`src/rtl/enemy_wave_ctrl.sv`:
```
// Enemy-plane slot scheduler: timed spawns into free slots, downward motion,
// hit/health handling, explosion window and kill counting.
module enemy_wave_ctrl #(
  parameter int         N_SLOTS      = 4,
  parameter int         SPAWN_FRAMES = 90,
  parameter int         FALL_STEP    = 2,
  parameter int         Y_LIMIT      = 480,
  parameter int         INIT_HEALTH  = 3,
  parameter int         BOOM_FRAMES  = 16,
  parameter int         X_MAX        = 590,
  parameter logic [9:0] LFSR_SEED    = 10'h2A5
) (
  input  logic                   clk,
  input  logic                   rst,
  input  logic                   frame_tick,
  input  logic                   game_en,
  input  logic [N_SLOTS-1:0]     hit,
  output logic [N_SLOTS-1:0]     slot_en,
  output logic [N_SLOTS-1:0]     slot_boom,
  output logic [10*N_SLOTS-1:0]  slot_x,
  output logic [10*N_SLOTS-1:0]  slot_y,
  output logic [3*N_SLOTS-1:0]   slot_health,
  output logic                   spawn_pulse,
  output logic                   escape_pulse,
  output logic [7:0]             kills
);

  localparam int SW = $clog2(SPAWN_FRAMES + 1);
  localparam int BW = $clog2(BOOM_FRAMES + 1);

  typedef enum logic [1:0] {
    ST_IDLE   = 2'd0,
    ST_ACTIVE = 2'd1,
    ST_BOOM   = 2'd2
  } slot_state_t;

  slot_state_t     state_r    [N_SLOTS];
  slot_state_t     state_s    [N_SLOTS];
  logic [9:0]      x_r        [N_SLOTS];
  logic [9:0]      x_s        [N_SLOTS];
  logic [9:0]      y_r        [N_SLOTS];
  logic [9:0]      y_s        [N_SLOTS];
  logic [2:0]      health_r   [N_SLOTS];
  logic [2:0]      health_s   [N_SLOTS];
  logic [BW-1:0]   boom_cnt_r [N_SLOTS];
  logic [BW-1:0]   boom_cnt_s [N_SLOTS];

  logic [SW-1:0]   spawn_cnt_r, spawn_cnt_s;
  logic [9:0]      lfsr_r, lfsr_s, spawn_x_s;
  logic            spawn_try_s, spawn_found_s;
  logic [2:0]      spawn_idx_s;
  logic [3:0]      kill_cnt_s;
  logic [8:0]      kills_sum_s;
  logic [7:0]      kills_r, kills_s;
  logic            escape_s;
  logic [10:0]     y_sum_s;

  logic [N_SLOTS-1:0] slot_en_r, slot_boom_r;
  logic               spawn_pulse_r, escape_pulse_r;

  // Random source, spawn timer and lowest-index free-slot search
  always_comb begin
    lfsr_s        = {lfsr_r[8:0], lfsr_r[9] ^ lfsr_r[6]};
    spawn_x_s     = (lfsr_r <= 10'(X_MAX)) ? lfsr_r : (lfsr_r - 10'(X_MAX + 1));
    spawn_try_s   = 1'b0;
    spawn_cnt_s   = spawn_cnt_r;
    spawn_found_s = 1'b0;
    spawn_idx_s   = 3'd0;
    if (game_en && frame_tick) begin
      if (spawn_cnt_r == SW'(SPAWN_FRAMES - 1)) begin
        spawn_cnt_s = '0;
        spawn_try_s = 1'b1;
      end else begin
        spawn_cnt_s = spawn_cnt_r + SW'(1);
      end
    end else begin
      spawn_cnt_s = spawn_cnt_r;
    end
    // Only slots idle before this edge qualify, so a slot freed now waits a turn
    for (int i = N_SLOTS - 1; i >= 0; i--) begin
      if (state_r[i] == ST_IDLE) begin
        spawn_found_s = 1'b1;
        spawn_idx_s   = 3'(i);
      end else begin
        spawn_found_s = spawn_found_s;
      end
    end
  end

  // Per-slot next state: hits, fall, escape, explosion window, spawn commit
  always_comb begin
    kill_cnt_s = 4'd0;
    escape_s   = 1'b0;
    y_sum_s    = 11'd0;
    for (int i = 0; i < N_SLOTS; i++) begin
      state_s[i]    = state_r[i];
      x_s[i]        = x_r[i];
      y_s[i]        = y_r[i];
      health_s[i]   = health_r[i];
      boom_cnt_s[i] = boom_cnt_r[i];
      case (state_r[i])
        ST_IDLE: begin
          if (spawn_try_s && spawn_found_s && (spawn_idx_s == 3'(i))) begin
            state_s[i]  = ST_ACTIVE;
            x_s[i]      = spawn_x_s;
            y_s[i]      = 10'd0;
            health_s[i] = 3'(INIT_HEALTH);
          end else begin
            state_s[i] = ST_IDLE;
          end
        end
        ST_ACTIVE: begin
          if (!game_en) begin
            state_s[i] = ST_ACTIVE;
          end else if (hit[i] && (health_r[i] == 3'd1)) begin
            // Killing hit wins over motion on the same frame
            state_s[i]    = ST_BOOM;
            health_s[i]   = 3'd0;
            boom_cnt_s[i] = '0;
            kill_cnt_s    = kill_cnt_s + 4'd1;
          end else begin
            if (hit[i]) begin
              health_s[i] = health_r[i] - 3'd1;
            end else begin
              health_s[i] = health_r[i];
            end
            if (frame_tick) begin
              y_sum_s = {1'b0, y_r[i]} + 11'(FALL_STEP);
              if (y_sum_s >= 11'(Y_LIMIT)) begin
                state_s[i] = ST_IDLE;
                escape_s   = 1'b1;
              end else begin
                y_s[i] = y_sum_s[9:0];
              end
            end else begin
              y_s[i] = y_r[i];
            end
          end
        end
        ST_BOOM: begin
          if (game_en && frame_tick) begin
            if (boom_cnt_r[i] == BW'(BOOM_FRAMES - 1)) begin
              state_s[i] = ST_IDLE;
            end else begin
              boom_cnt_s[i] = boom_cnt_r[i] + BW'(1);
            end
          end else begin
            state_s[i] = ST_BOOM;
          end
        end
        default: begin
          state_s[i] = ST_IDLE;
        end
      endcase
    end
    kills_sum_s = {1'b0, kills_r} + {5'd0, kill_cnt_s};
    if (kills_sum_s > 9'd255) begin
      kills_s = 8'd255;
    end else begin
      kills_s = kills_sum_s[7:0];
    end
  end

  // State and output registers
  always_ff @(posedge clk or posedge rst) begin
    if (rst) begin
      for (int i = 0; i < N_SLOTS; i++) begin
        state_r[i]    <= ST_IDLE;
        x_r[i]        <= 10'd0;
        y_r[i]        <= 10'd0;
        health_r[i]   <= 3'd0;
        boom_cnt_r[i] <= '0;
      end
      spawn_cnt_r    <= '0;
      lfsr_r         <= LFSR_SEED;
      kills_r        <= 8'd0;
      slot_en_r      <= '0;
      slot_boom_r    <= '0;
      spawn_pulse_r  <= 1'b0;
      escape_pulse_r <= 1'b0;
    end else begin
      for (int i = 0; i < N_SLOTS; i++) begin
        state_r[i]     <= state_s[i];
        x_r[i]         <= x_s[i];
        y_r[i]         <= y_s[i];
        health_r[i]    <= health_s[i];
        boom_cnt_r[i]  <= boom_cnt_s[i];
        slot_en_r[i]   <= (state_s[i] == ST_ACTIVE);
        slot_boom_r[i] <= (state_s[i] == ST_BOOM);
      end
      spawn_cnt_r    <= spawn_cnt_s;
      lfsr_r         <= lfsr_s;
      kills_r        <= kills_s;
      spawn_pulse_r  <= spawn_try_s && spawn_found_s;
      escape_pulse_r <= escape_s;
    end
  end

  for (genvar g = 0; g < N_SLOTS; g++) begin : g_pack
    assign slot_x[10*g +: 10]     = x_r[g];
    assign slot_y[10*g +: 10]     = y_r[g];
    assign slot_health[3*g +: 3]  = health_r[g];
  end

  assign slot_en      = slot_en_r;
  assign slot_boom    = slot_boom_r;
  assign spawn_pulse  = spawn_pulse_r;
  assign escape_pulse = escape_pulse_r;
  assign kills        = kills_r;

endmodule

```
`config.mk`:
```
export PLATFORM = sky130hd
export DESIGN_NAME = enemy_wave_ctrl
export DESIGN_NICKNAME = d
export VERILOG_FILES = /design/src/rtl/enemy_wave_ctrl.sv
export SDC_FILE = /design/constraint.sdc
export NUM_CORES = 1
export LEC_CHECK = 0
export ABC_AREA = 1
export BUFFER_PORTS_ARGS = -buffer_cell sky130_fd_sc_hd__buf_2
export CAP_MARGIN = 20
export CORE_ASPECT_RATIO = 0.75
export CORE_MARGIN = 10
export CORE_UTILIZATION = 34
export CTS_BUF_LIST = sky130_fd_sc_hd__clkbuf_8
export DETAILED_ROUTE_END_ITERATION = 12
export GPL_TIMING_DRIVEN = 1
export PLACE_DENSITY = 0.58
export RECOVER_POWER = 100
export SLEW_MARGIN = 20
export SYNTH_ARGS = -nofsm -noshare
export SYNTH_HDL_FRONTEND = slang
export SYNTH_SLANG_ARGS = --single-unit
```
`constraint.sdc`:
```
create_clock -name clk -period 7.88 [get_ports clk]
set_clock_uncertainty 0.05 [all_clocks]
set_input_delay 0 -clock clk [delete_from_list [all_inputs] [get_ports clk]]
set_output_delay 0 -clock clk [all_outputs]
set_load 0.01 [all_outputs]
```
---- Word-level counts from Yosys, hierarchy flattened ----
Cells that the tools add are included.
storage, ports and cells
  register bits after elaboration ......... 155
  bits in latches ......................... 0
  bits in writable memories ............... 0
  bits in read-only memories .............. 0
  output and inout port bits .............. 110
  word-level logic and storage cells ...... 296
  memories kept ........................... 0
cells by class
  add/sub/neg operators ................... 18
  multiply operators ...................... 0
  div/mod/pow operators ................... 0
  $lt $le $gt $ge ......................... 6
  equality and inequality tests ........... 64
  shift operators ......................... 0
  mux-type cells .......................... 141
  bitwise operators ....................... 1
  reduce and logical (&&, ||, !) cells .... 39
operators by type and width
  kind                     number
  $mux W10                 21
  $mux W5                  16
  $pmux W10 S2             4
  $mux W3                  19
  $ne A2 B2 Y1 const B     28
  $mux W2                  25
  $add A10 B2 Y11 const B  4
  $ge A11 B9 Y1 const B    4
  $pmux W5 S2              4
  $mux W4                  9
  $mux W1                  33
  $pmux W2 S3              4
  $pmux W3 S2              4
  $reduce_and A6 Y1        4
  $add A5 B1 Y5 const B    4
  $eq A5 B4 Y1 const B     4
  $reduce_and A5 Y1        4
  $eq A2 B1 Y1 const B     8
  $eq A2 B2 Y1 const B     8
  $reduce_and A4 Y1        4
  $reduce_bool A2 Y1       8
  $eq A3 B1 Y1 const B     5
  $add A4 B1 Y4 const B    3
  $ne A3 B3 Y1 const B     4
  16 further kinds         38

---- Depth between registers and ports, before layout ----
  word-level depth ........................ 22
  gate-level depth with buffers ........... 26
  mapped depth without buffers ............ 26

---- Least setup slack after synthesis ----
Ideal clock, no wire load.
  path type ............................... reg2reg
  start point ............................. register health_r, in the netlist slot_health[1]
  end point ............................... register kills_r[3], in the netlist kills[3]
  data arrival time ....................... 3.347 ns
  slack ................................... 4.400 ns
  stages on the path, launching flop included .. 24
  buffers on the path ..................... 0
  clock period less this slack ............ 3.480 ns
  path through ............................ dfrtp_1 > inv_1 > ha_1 > nand2_1 > nor2_1 > nand2_1 > inv_1 > ha_1 > nand3_1 > o21ai_2 > ha_1 > a32o_1 > ha_1 > nand2_1 > nand2_1 > inv_1 > fa_1 > nor2_1 > o21ai_0 > nand2_1 > nand2_1 > nor2_1 > nand2_1 > o21ai_0
between the ends
  cells in the longest elaborated chain, start to end .. 20
RTL lines
  element                            RTL line  RTL
  from (decl)                        43        logic [2:0] health_r [N_SLOTS];
  from (signal, indexed assignment)  186       health_r[i] <= health_s[i];
  $eq A3 B1 Y1 (*)                   115       end else if (hit[i] && (health_r[i] == 3'd1)) begin
  $logic_and A1 B1 Y1 (*)            115
  $mux W1 (*)                        115
  $mux W1 (*)                        113       if (!game_en) begin
  $mux W1 (*)                        101       case (state_r[i])
  $add A4 B1 Y4                      120       kill_cnt_s = kill_cnt_s + 4'd1;
  $mux W4                            115
  $mux W4                            113
  [5 not listed]                     n/a
  $add A4 B1 Y4                      120
  $mux W4                            115
  $mux W4                            113
  $mux W4 (*)                        101
  $add A8 B4 Y9 (*)                  156       kills_sum_s = {1'b0, kills_r} + {5'd0, kill_cnt_s};
  $gt A9 B8 Y1                       157       if (kills_sum_s > 9'd255) begin
  $mux W8 (*)                        157
  via kills_s[3]                     54        logic [7:0] kills_r, kills_s;
  to (signal assigned)               193       kills_r <= kills_s;
  to (decl)                          54
Mark *: on every way through the listed nets, which the timed path passes. The rest lies on a longest branch.
A chain may end at the register's enable or synchronous reset.

---- Final worst setup path ----
  start point ............................. register health_r, in the netlist slot_health[1]
  end point ............................... register kills_r[6], in the netlist kills[6]
Same word-level chain as after synthesis.

==> summary.txt <==
Global routing
  – First-pass GRT wire length: 33.7 mm
  – Total GRT Usage: 0.136
  – Initial antenna violation count: 0
  – Pin count of the biggest net entering global routing: 95
  – Vias in the first global route: 6,400
  – Remaining global-route overflow: 0

Setup path
  – WS Path Type: reg2reg
  – Arr. time, crit path: 4230 ps
  – CP Launch Type: register
  – Worst Setup End Kind: register
  – Reg2Reg Setup Slack: 3930 ps
  – Worst path required time: ~8000 ps
  – Critical Path Fanout Max: 7

Logic synthesis
  – Synth Flop Type: dfrtp_1
  – Post-synth ARST share: 1.00
  – Seq/Total Area, Yosys: 0.473
  – EDFF count, synth: 0
  – Ys Warns: 0
  – Yosys cell types: between 40 and 50
  – Syn Area/Cell: 7.94 µm²
  – Mapped Cells: 1,009
  – Yosys reg bits: approximately 150
  – Mapped cell area: 0.00801 mm²

Timing
  – Final setup fails: 0
  – Fin. max-slew vios: 95
  – Fmax achieved: ~0.25 GHz
  – Fin crit period: a little under 4000 ps
  – Worst slew pin tran: 4100 ps
  – Final Cycle Share: 0.501
  – Endpoints failing hold: 0
  – Final setup TNS: 0 ps
  – Min Hold Slack: between 300 and 400 ps
  – Unrepaired setup endpoints after global routing: no
  – Relative slew slack: -1.75

Hold path
  – Worst Hold Class: reg2reg

Clock tree
  – # resized after CTS: 0
  – Clk root buf: clkbuf_8
  – Sinks on Clock Net: roughly 150
  – CTS tree: built
  – Worst-path clk slew: 100 ps
  – Num CTS Buffers: 17
  – H-tree depth: 4
  – Clk_lat worst skew: 460 ps
  – Clk buf depth: 2

Status
  – Status: finished with violations
  – Failing checks: capacitance limit, slew limit

Die
  – Std-Cell Rows: 48
  – DIE WIDTH: 197 µm
  – Die height: 153 µm
  – Ports: 118
  – Area of the die: 0.0302 mm²
  – Core Footprint: between 0.02 and 0.025 mm²
  – Initial Util: 0.346

Placement
  – Placed insts: 1,409
  – Placer's final routability congestion estimate: 0.796
  – DP HPWL: around 15 mm
  – PortBufs: 113

Cells and area
  – Layout area overhead: 14.8%
  – Most common cell after layout, fill and taps aside: nand2_1
  – Filler Cell Count: around 2,400
  – N_diodes: 0
  – Sequential cell area: about 0.0038 mm²
  – Layout cells sized above 1: 0.0575
  – Non-filler cells, final: 1,448
  – Area of the multi-input gates: 0.00359 mm²
  – # nets final: 1,175
  – Commonest cells after routing, fill and taps aside: nand2_1 (318), dfrtp_1 (146), inv_1 (118)

Detailed routing
  – Avg WL per Cell: ~14 µm
  – Drt first-iter violations: approximately 420
  – Drt drc: 0
  – TritonRoute pass-1 iters: 5
  – Via count: 6,683
  – Post-Route WL: between 20 and 25 mm
  – Drt via density: 4.62
  – Detail Route Antenna Nets: 0

Pwr
  – Leakage: 0.00470 µW
  – Worst vdd ir: 0.000119 V
  – P per Cell Area: 244 mW/mm²

Flow run
  – Max-cap viol count: 1
-- cell families (layout without fill, tap and decap cells) --
| family | count (synthesis) | in the layout | share of synthesized area |
|---|---|---|---|
| simple gates | 546 | 546 | 0.298 |
| flops | 151 | 151 | 0.473 |
| fa+ha+maj | 32 | 32 | 0.0509 |
| other cells | 1 | 4 | 0.000468 |
| xor+xnor | 22 | 22 | 0.0241 |
| compound gates | 117 | 117 | 0.0836 |
| buf+inv | 140 | 276 | 0.0705 |
-- final timing paths --
| path | depth (start not counted) | to | from |
|---|---|---|---|
| max | 24 | kills[6] | slot_health[1] |
| min | 0 | lfsr_r[4] | lfsr_r[3] |
| max reg2reg | 24 | kills[6] | slot_health[1] |
| min reg2reg | 0 | lfsr_r[4] | lfsr_r[3] |
| max in group asynchronous | 4 | slot_health[0] | rst |
| min in group asynchronous | 3 | slot_y[34] | rst |
-- final cells by class --
| cell class | instances | area share |
|---|---|---|
| clock buffer | 17 | 0.0254 |
| multi-input combinational | 721 | 0.390 |
| inverter | 123 | 0.0504 |
| sequential | 151 | 0.412 |
| clock inverter | 15 | 0.0260 |
| timing repair buffer | 121 | 0.0554 |
| tap | 300 | 0.0408 |
-- repair_timing --
action                    4_1_cts  5_1_grt
setup buffers                   0        0
hold buffers                    7        0
hold endpoints to repair      112        0
-- metal layers --
| layer | share of wire | wire (µm) | up-vias | global-route usage |
|---|---|---|---|---|
| met2 | 0.42 | 8430 | 140 | 0.193 |
| met1 | 0.53 | 10800 | 3071 | 0.201 |
| met4 | 0.0041 | 84 | 0 | 0.0252 |
| met3 | 0.051 | 1030 | 5 | 0.0388 |
| li1 | - | - | 3467 | - |
| met5 | 0 | 0 | - | 0 |
-- stage by stage --
stage | total power (µW) | setup WS, ps | utilization | area, µm²
global route | 2400 | 3490 | 0.398 | 9190
global placement | 1560 | 4120 | 0.384 | 8870
floorplan | 1380 | 3770 | - | 8020
finish | 2240 | 3930 | 0.398 | 9190
detailed placement | 1570 | 3990 | 0.384 | 8870
CTS | 2300 | 3900 | 0.407 | 9410
-- report_power, final --
group	total [µW]	internal (µW)	leakage (µW)	switching [µW]
logic	527	176	0.00253	351
clock network	713	386	0.000228	327
registers	999	894	0.00194	105
total	2240	1460	0.00470	784
-- flip-flops by register name, indices dropped and copies added (netlist names) --
| register | count |
|---|---|
| spawn_pulse | 1 |
| lfsr_r | 10 |
| boom_cnt_r | 20 |
| slot_health | 12 |
| escape_pulse | 1 |
| slot_en | 4 |
| slot_boom | 4 |
| kills | 8 |
| slot_y | 36 |
| slot_x | 40 |
| state_r | 8 |
| spawn_cnt_r | 7 |
-- critical path: stages, from the launching register on --
cell,delay [ps]
dfrtp_1,400
inv_1,80
ha_1,140
nand2_1,50
nor2_1,200
nand2_1,150
inv_1,80
ha_1,140
nand2_1,50
nor2_1,280
ha_1,290
a32o_1,240
ha_1,190
nand3_1,100
o21ai_0,100
a21oi_1,150
ha_1,290
inv_1,70
nor2_1,40
o21ai_0,200
nand2_1,80
nand2_1,100
nor2_1,60
nand2_1,170
o21ai_0,130
-- cell usage after synthesis, types with 4 or more instances --
master	instances	area [µm²]
nand3_1	72	360
inv_1	117	439
or2_2	5	31.3
nand3b_1	8	60.1
nand2_4	5	56.3
a21oi_1	22	110
nand4_1	9	56.3
xnor2_1	7	61.3
buf_4	6	45.0
nand3_2	4	40.0
a31oi_1	5	31.3
buf_2	7	35.0
nor2_2	6	37.5
nor3_1	11	55.1
xor2_1	15	131
o21ai_0	67	335
nor2_1	96	360
ha_1	31	388
nor3b_1	5	37.5
nand2_1	311	1170
dfstp_2	5	131
dfrtp_1	146	3650
inv_2	6	22.5
nand2_2	7	43.8
Power figures use the tool's default switching activity.
